## config.mk

```make
export PLATFORM = sky130hd
export DESIGN_NAME = cistern_pump_ctrl
export DESIGN_NICKNAME = d
export VERILOG_FILES = /design/src/rtl/cistern_pump_ctrl.sv
export SDC_FILE = /design/constraint.sdc
export NUM_CORES = 1
export LEC_CHECK = 0
export ABC_AREA = 1
export CAP_MARGIN = 30
export CORE_MARGIN = 3
export CORE_UTILIZATION = 55
export DETAILED_ROUTE_END_ITERATION = 8
export DONT_BUFFER_PORTS = 1
export GPL_ROUTABILITY_DRIVEN = 0
export MAX_ROUTING_LAYER = met4
export PLACE_DENSITY_LB_ADDON = 0.25
export SLEW_MARGIN = 20
export SYNTH_ARGS = -nofsm -noshare
export SYNTH_HDL_FRONTEND = slang
export SYNTH_SLANG_ARGS = --single-unit
export TNS_END_PERCENT = 30
```

## constraint.sdc

```tcl
create_clock -name clk -period 6.2 [get_ports clk]
set_input_delay 0 -clock clk [delete_from_list [all_inputs] [get_ports clk]]
set_output_delay 0 -clock clk [all_outputs]
set_load 0.005 [all_outputs]
```

## src/rtl/cistern_pump_ctrl.sv

```systemverilog
// cistern_pump_ctrl: debounced floater decode, hysteresis fill FSM and fault supervision for the cistern pump
module cistern_pump_ctrl #(
  parameter int DEBOUNCE  = 4,
  parameter int LEVEL_ON  = 2,
  parameter int LEVEL_OFF = 8,
  parameter int MAX_RUN   = 1000,
  parameter int STALL     = 200,
  parameter int MIN_OFF   = 50
) (
  input  logic       clk,
  input  logic       rst,
  input  logic [7:0] floater,
  input  logic       enable,
  input  logic       fault_clr,
  output logic       pump_on,
  output logic [3:0] level,
  output logic [1:0] state,
  output logic       fault,
  output logic [1:0] fault_code
);
  localparam int DW = $clog2(DEBOUNCE + 1);
  localparam int RW = $clog2(MAX_RUN + 1);
  localparam int SW = $clog2(STALL + 1);
  localparam int OW = $clog2(MIN_OFF + 1);
  localparam logic [DW-1:0] CNT_END   = DW'(DEBOUNCE - 1);
  localparam logic [RW-1:0] RUN_END   = RW'(MAX_RUN - 1);
  localparam logic [SW-1:0] STALL_END = SW'(STALL - 1);
  localparam logic [OW-1:0] OFF_END   = OW'(MIN_OFF - 1);
  typedef enum logic [1:0] {S_IDLE = 2'b00, S_FILL = 2'b01, S_REST = 2'b10, S_FAULT = 2'b11} st_t;
  st_t st, st_n;
  logic [1:0] code_n;
  logic [3:0] ones, raw, cand, prev_level;
  logic [DW-1:0] cnt;
  logic [RW-1:0] run_t;
  logic [SW-1:0] stall_t;
  logic [OW-1:0] off_t;
  logic bad, inc;
  always_comb begin
    ones = '0;
    for (int i = 0; i < 8; i++) ones = ones + {3'd0, floater[i]};
  end
  assign raw = ((floater & (floater + 8'd1)) == 8'd0) ? ones : 4'hE;
  assign bad = level == 4'hE;
  assign inc = !bad && prev_level != 4'hE && level > prev_level;
  assign state = st;
  assign fault = st == S_FAULT;
  always_ff @(posedge clk) begin
    if (rst) begin
      cand       <= '0;
      cnt        <= '0;
      level      <= '0;
      prev_level <= '0;
    end else begin
      prev_level <= level;
      if (raw != cand) begin
        cand <= raw;
        cnt  <= '0;
      end else if (cnt != CNT_END) cnt <= cnt + DW'(1);
      else level <= cand;
    end
  end
  always_comb begin
    st_n   = st;
    code_n = fault_code;
    case (st)
      S_IDLE:
        if (bad) {st_n, code_n} = {S_FAULT, 2'b01};
        else if (enable && level <= 4'(LEVEL_ON)) st_n = S_FILL;
      S_FILL:
        if (bad) {st_n, code_n} = {S_FAULT, 2'b01};
        else if (level >= 4'(LEVEL_OFF) || !enable) st_n = S_REST;
        else if (stall_t == STALL_END) {st_n, code_n} = {S_FAULT, 2'b10};
        else if (run_t == RUN_END) {st_n, code_n} = {S_FAULT, 2'b11};
      S_REST:
        if (bad) {st_n, code_n} = {S_FAULT, 2'b01};
        else if (off_t == OFF_END) st_n = S_IDLE;
      default:
        if (fault_clr && !bad) {st_n, code_n} = {S_IDLE, 2'b00};
    endcase
  end
  always_ff @(posedge clk) begin
    if (rst) begin
      st         <= S_IDLE;
      fault_code <= '0;
      pump_on    <= 1'b0;
      run_t      <= '0;
      stall_t    <= '0;
      off_t      <= '0;
    end else begin
      st         <= st_n;
      fault_code <= code_n;
      pump_on    <= st_n == S_FILL;
      run_t      <= st == S_FILL ? run_t + RW'(run_t != RUN_END) : '0;
      stall_t    <= st == S_FILL ? (inc ? '0 : stall_t + SW'(stall_t != STALL_END)) : '0;
      off_t      <= st == S_REST ? off_t + OW'(off_t != OFF_END) : '0;
    end
  end
endmodule

```

Yosys cells after proc, flatten, opt, wreduce, memory -nomap -nowiden
Index checks and enable logic that the tools add are counted.
{"block": "totals", "regBits": 44, "elab_cells": 82}
{"block": "classes", "n_addsub": 12, "n_lt_le_gt_ge": 3, "eq_ne": 17, "mux": 18, "bitwise_logic": 5, "reduce_logical": 17}
{"operator": "2-bit 2-to-1 mux", "n": 15}
{"operator": "4-bit by 1-bit adder with 4-bit output", "n": 4}
{"operator": "10-bit by 1-bit adder with 10-bit output", "n": 1}
{"operator": "10-bit == test, second input constant", "n": 1}
{"operator": "10-bit != test, second input constant", "n": 1}
{"operator": "8-bit by 1-bit adder with 8-bit output", "n": 1}
{"operator": "8-bit by 1-bit adder with 8-bit output, second input constant", "n": 1}
{"operator": "8-bit bitwise AND", "n": 1}
{"operator": "8-bit == test, second input constant", "n": 1}
{"operator": "8-bit zero test", "n": 1}
{"operator": "4-bit != test, second input constant", "n": 2}
{"operator": "8-bit != test, second input constant", "n": 1}
{"operator": "2-bit OR reduction", "n": 4}
{"operator": "6-bit by 1-bit adder with 6-bit output", "n": 1}
{"operator": "6-bit == test, second input constant", "n": 1}
{"operator": "6-bit != test, second input constant", "n": 1}
{"operator": "2-bit one-hot mux with 3 select lines", "n": 1}
{"operator": "3-bit by 1-bit adder with 4-bit output", "n": 1}
{"operator": "2-bit by 1-bit == test with 1-bit output, second input constant", "n": 2}
{"operator": "2-bit == test, second input constant", "n": 2}
{"operator": "4-bit == test, second input constant", "n": 1}
{"operator": "4-bit >= comparator, second input constant", "n": 1}
{"operator": "4-bit greater-than comparator", "n": 1}
{"operator": "4-bit by 2-bit less-or-equal comparator with 1-bit output, second input constant", "n": 1}
{"operator": "18 further kinds", "n": 25}

Logic depth before layout (Yosys ltp)
{"block": "logic_depth", "word_depth": 11, "ltp_mapped": 17}

Least setup slack after synthesis
OpenSTA, ideal clock, no wires.
{"block": "synth_path", "path_kind": "input-to-reg", "startpoint": "input port floater[0]", "endpoint": "register level[0]", "arrival_time_ns": 2.856, "required_ns": 6.136, "path_slack_ns": 3.280, "stages": 17, "n_path_buf": 0, "cell_sequence": "inv_1 > fa_1 > fa_1 > fa_1 > inv_1 > ha_1 > inv_1 > fa_1 > xor2_1 > nand3_1 > nand2_1 > nand2_1 > nor2_4 > nand3_4 > nand2_1 > inv_1 > nor2_1"}
{"block": "synth_via", "elab_chain_len": 11}
{"element": "start, declared", "line": "12", "source": "input logic [7:0] floater,"}
{"element": "1-bit by 1-bit adder with 2-bit output", "line": "40", "source": "for (int i = 0; i < 8; i++) ones = ones + {3'd0, floater[i]};"}
{"element": "2-bit by 1-bit adder with 3-bit output", "line": "40"}
{"element": "3-bit by 1-bit adder with 4-bit output", "line": "40"}
{"element": "4-bit by 1-bit adder with 4-bit output (4 in a row)", "line": "40"}
{"element": "4-bit 2-to-1 mux (*)", "line": "42", "source": "assign raw = ((floater & (floater + 8'd1)) == 8'd0) ? ones : 4'hE;"}
{"element": "4-bit != test (*)", "line": "55", "source": "if (raw != cand) begin"}
{"element": "1-bit inverter (no line) (*)"}
{"element": "2-bit AND reduction (no line) (*)"}
{"element": "end signal, assigned", "line": "59", "source": "else level <= cand;"}
{"element": "end, declared", "line": "16", "source": "output logic [3:0] level,"}
Every way passes the cells marked *; elsewhere a longest branch is shown, timed or not.
A chain may end at the register's enable or synchronous reset.

Worst setup path after layout
{"block": "layout_path", "startpoint": "input port floater[0]", "endpoint": "register level[3]"}
Same word-level chain as after synthesis.

==> impl_metrics.prom <==
# TYPE chip_impl_metric gauge
chip_impl_metric{name="post_synth_inst_count",unit=""} 318
chip_impl_metric{name="floorplan.die_area",unit="sq um"} 5130
chip_impl_metric{name="worstMarginPinSlew",unit="ps"} 548
chip_impl_info{name="tritoncts",value="done"} 1
chip_impl_metric{name="synth_enable_flop_cells",unit=""} 0
chip_impl_info{name="end_kind",value="register"} 1
chip_impl_metric{name="number_of_global_route_vias_before_repair",unit=""} 1798
chip_impl_metric{name="synthXorXnorAreaFrac",unit=""} 0.0296
chip_impl_metric{name="final.min_clock_period",unit="ps"} 2840
chip_impl_metric{name="crit_required",unit="ps"} 6430
chip_impl_metric{name="fin_crit_sh",unit=""} 0.458
chip_impl_metric{name="cts.clk_slew.worst_paths",unit="ps"} 80
chip_impl_metric{name="avgSynthCellArea",unit="sq um"} 7.46
chip_impl_metric{name="grt_first_pass_wirelength",unit="um"} 7310
chip_impl_metric{name="drv_slew",unit=""} 0
chip_impl_info{name="postSynth.topFlopCell",value="sky130_fd_sc_hd__dfxtp_1"} 1
chip_impl_metric{name="numPortBuffers",unit=""} 0
chip_impl_metric{name="drt.antenna.violating_nets",unit=""} 0
chip_impl_info{name="mostFrequentLayoutCell",value="sky130_fd_sc_hd__inv_1"} 1
chip_impl_metric{name="detailedPlace.worstSlack",unit="ps"} 3070
chip_impl_metric{name="synth.area.mux_share",unit=""} 0.00422
chip_impl_metric{name="clock_latency",unit="ps"} 290
chip_impl_metric{name="postCtsResizedCells",unit=""} 0
chip_impl_metric{name="synth.yosys.seq_area_share",unit=""} 0.372
chip_impl_metric{name="ys_async_sr_fraction",unit=""} 0
chip_impl_metric{name="cp_data_arrival_time",unit="ps"} 3070
chip_impl_metric{name="vdd.ir_drop.worst",unit="mV"} 0.111
chip_impl_metric{name="grt_usage",unit=""} 0.183
chip_impl_metric{name="detail_route.wirelength",unit="um"} 4000
chip_impl_metric{name="post-cts-setup-buffers",unit=""} 0
chip_impl_metric{name="synth-simple-area-share",unit=""} 0.296
chip_impl_metric{name="starting_utilization_of_the_core_area",unit=""} 0.580
chip_impl_metric{name="clock-skew-final",unit="ps"} 7.67
chip_impl_metric{name="slew_headroom",unit=""} 0.632
chip_impl_metric{name="width_of_the_die",unit="um"} 71.7
chip_impl_metric{name="grt_max_degree",unit=""} 13
chip_impl_metric{name="clock-sinks",unit=""} 44
chip_impl_metric{name="row_count",unit=""} 23
chip_impl_metric{name="finish.net_count",unit=""} 357
chip_impl_metric{name="drt_iter0_markers",unit=""} 117
chip_impl_metric{name="maxClockFrequency",unit="MHz"} 352
chip_impl_metric{name="clockBufferDepth",unit=""} 2
chip_impl_metric{name="final_layout_size_suffix_gt1_frac",unit=""} 0.0679
chip_impl_info{name="commonest_cells_after_routing_fill_and_taps_aside",value="sky130_fd_sc_hd__inv_1, sky130_fd_sc_hd__nand2_1, sky130_fd_sc_hd__dfxtp_1"} 1
chip_impl_metric{name="pwr_density_cell",unit="nW/um^2"} 212
chip_impl_metric{name="drtPass1Iterations",unit=""} 4
chip_impl_metric{name="routed_via_count_divided_by_cell_count",unit=""} 5.01
chip_impl_info{name="outcome",value="complete, no violations"} 1
chip_impl_metric{name="hold_violations",unit=""} 0
chip_impl_metric{name="antenna_found_initial",unit=""} 0
chip_impl_info{name="timing.hold.worst.class",value="primary input to register"} 1
chip_impl_metric{name="syn-num-nets",unit=""} 351
chip_impl_info{name="combinational_family_with_the_most_area_after_synthesis",value="simple AND/OR/NAND/NOR gates"} 1
chip_impl_metric{name="drc",unit=""} 0
chip_impl_metric{name="path_max_fanout",unit=""} 6
chip_impl_metric{name="drv.max_cap_violation_count",unit=""} 0
chip_impl_info{name="clock_tree.root_cell",value="sky130_fd_sc_hd__clkbuf_8"} 1
chip_impl_metric{name="static-leakage-power",unit="nW"} 1.15
chip_impl_info{name="worstSetupPathType",value="primary input to register"} 1
chip_impl_info{name="timing.critical_path.from_type",value="primary input"} 1
chip_impl_metric{name="die_h",unit="um"} 71.7
chip_impl_metric{name="total_number_of_vias",unit=""} 1872
chip_impl_metric{name="synth_fa_ha_area_frac",unit=""} 0.123
chip_impl_metric{name="layout-area-overhead-vs-synth",unit="%"} 6.28
chip_impl_metric{name="cts_made_buffers",unit=""} 5
chip_impl_metric{name="design.portCount",unit=""} 22
chip_impl_metric{name="fin_tns_setup",unit="ps"} 0
chip_impl_metric{name="synth.lib_cells_used.distinct",unit=""} 31
chip_impl_metric{name="compound_cell_area_share_of_the_yosys_netlist",unit=""} 0.0665
chip_impl_metric{name="cts-htree-levels",unit=""} 2
chip_impl_metric{name="synthesis.area",unit="sq um"} 2370
chip_impl_metric{name="antenna_cells",unit=""} 0
chip_impl_metric{name="setup_slack",unit="ps"} 3360
chip_impl_metric{name="estimated_wirelength_of_the_detail_placed_design",unit="um"} 3140
chip_impl_metric{name="avgRoutedWirePerCell",unit="um"} 10.7
chip_impl_metric{name="grt_overflow",unit=""} 0
chip_impl_metric{name="core-area",unit="sq um"} 4090
chip_impl_metric{name="synth_warnings",unit=""} 0
chip_impl_metric{name="postSynthRegisterBits",unit=""} 44
chip_impl_metric{name="setup_violating_endpoint_count_in_the_final_report",unit=""} 0
chip_impl_info{name="rsz0062_at_grt",value="no"} 1
==> cells in the mapped netlist, drive strengths merged, types with 2 or more instances <==
| cell | number | area, sq um |
|---|---|---|
| xnor2 | 2 | 17.5 |
| a21oi | 16 | 91.3 |
| nor3b | 3 | 22.5 |
| nand4 | 19 | 119 |
| nand3 | 12 | 72.6 |
| and3 | 2 | 12.5 |
| nand2 | 58 | 230 |
| nor3 | 5 | 25.0 |
| fa | 4 | 80.1 |
| xor2 | 6 | 52.6 |
| nor2 | 46 | 206 |
| o21ai | 10 | 50.0 |
| ha | 17 | 213 |
| clkbuf | 2 | 7.51 |
| inv | 66 | 248 |
| dfxtp | 44 | 881 |
==> power by group <==
part           internal [mW]  total, mW  switching [mW]
Clock                 0.0766      0.166          0.0890
Sequential             0.289      0.293         0.00462
Combinational         0.0283     0.0762          0.0479
Total                  0.393      0.535           0.142
==> registers in the layout, summed over array words and instances, names as in the netlist <==
name,count
cand,4
fault_code,2
pump_on,1
state,2
off_t,6
level,4
prev_level,4
run_t,10
stall_t,8
cnt,3
==> logic make-up after synthesis <==
kind of cell,count (synthesis)
adder cells (fa/ha/maj),21
AO/OA/AOI/OAI,28
AND/OR/NAND/NOR,147
buffers and inverters,69
XOR/XNOR,8
flip-flops,44
multiplexers,1
==> per-layer routing <==
| layer | part of all wire | global-route usage |
|---|---|---|
| met2 | 0.46 | 0.281 |
| met1 | 0.47 | 0.222 |
| met5 | 0 | - |
| met3 | 0.056 | 0.0645 |
| met4 | 0.0058 | 0.0647 |
==> repair_timing <==
action                     CTS  global route
hold buffers                 2             0
setup endpoints to repair    0             0
hold endpoints to repair    25             0
==> critical path: stages <==
cell                      delay [ps]
sky130_fd_sc_hd__inv_1            50
sky130_fd_sc_hd__fa_1            550
sky130_fd_sc_hd__fa_1            430
sky130_fd_sc_hd__fa_1            440
sky130_fd_sc_hd__inv_1            70
sky130_fd_sc_hd__ha_1            160
sky130_fd_sc_hd__inv_1            50
sky130_fd_sc_hd__fa_1            370
sky130_fd_sc_hd__xor2_1          200
sky130_fd_sc_hd__nand3_1         130
sky130_fd_sc_hd__nand2_1          90
sky130_fd_sc_hd__nand2_1          80
sky130_fd_sc_hd__nor2_4          170
sky130_fd_sc_hd__nand3_4         100
sky130_fd_sc_hd__nand2_1          70
sky130_fd_sc_hd__inv_1            40
sky130_fd_sc_hd__nor2_1           90
==> final timing paths <==
| check | slack [ps] | cells after the start | to | start |
|---|---|---|---|---|
| worst max-delay path | 3360 | 17 | level[3] | floater[0] |
| worst min-delay path | 30 | 3 | cand[1] | rst |
| worst max register to register | 4370 | 13 | run_t[6] | run_t[3] |
| worst min register to register | 490 | 2 | fault_code[1] | fault_code[1] |
==> layout make-up <==
class	instances	area, sq um
fill	375	1570
multi-input combinational	205	1230
sequential	44	881
inverter	66	248
clock buffer	6	72.6
tap	50	62.6
timing repair buffer	2	20.0
clock inverter	1	5.00
==> metrics by stage <==
stage,hold WS (ps),utilization,total power [mW],std cells,area (sq um)
detailed placement,74.9,0.593,0.374,365,2420
finish,29.6,0.617,0.535,374,2520
global route,60.2,0.617,0.565,374,2520
floorplan,216,-,0.361,318,2370
global placement,74.0,0.593,0.373,365,2420
CTS,24.4,0.617,0.541,374,2520
Power figures use the tool's default switching activity.
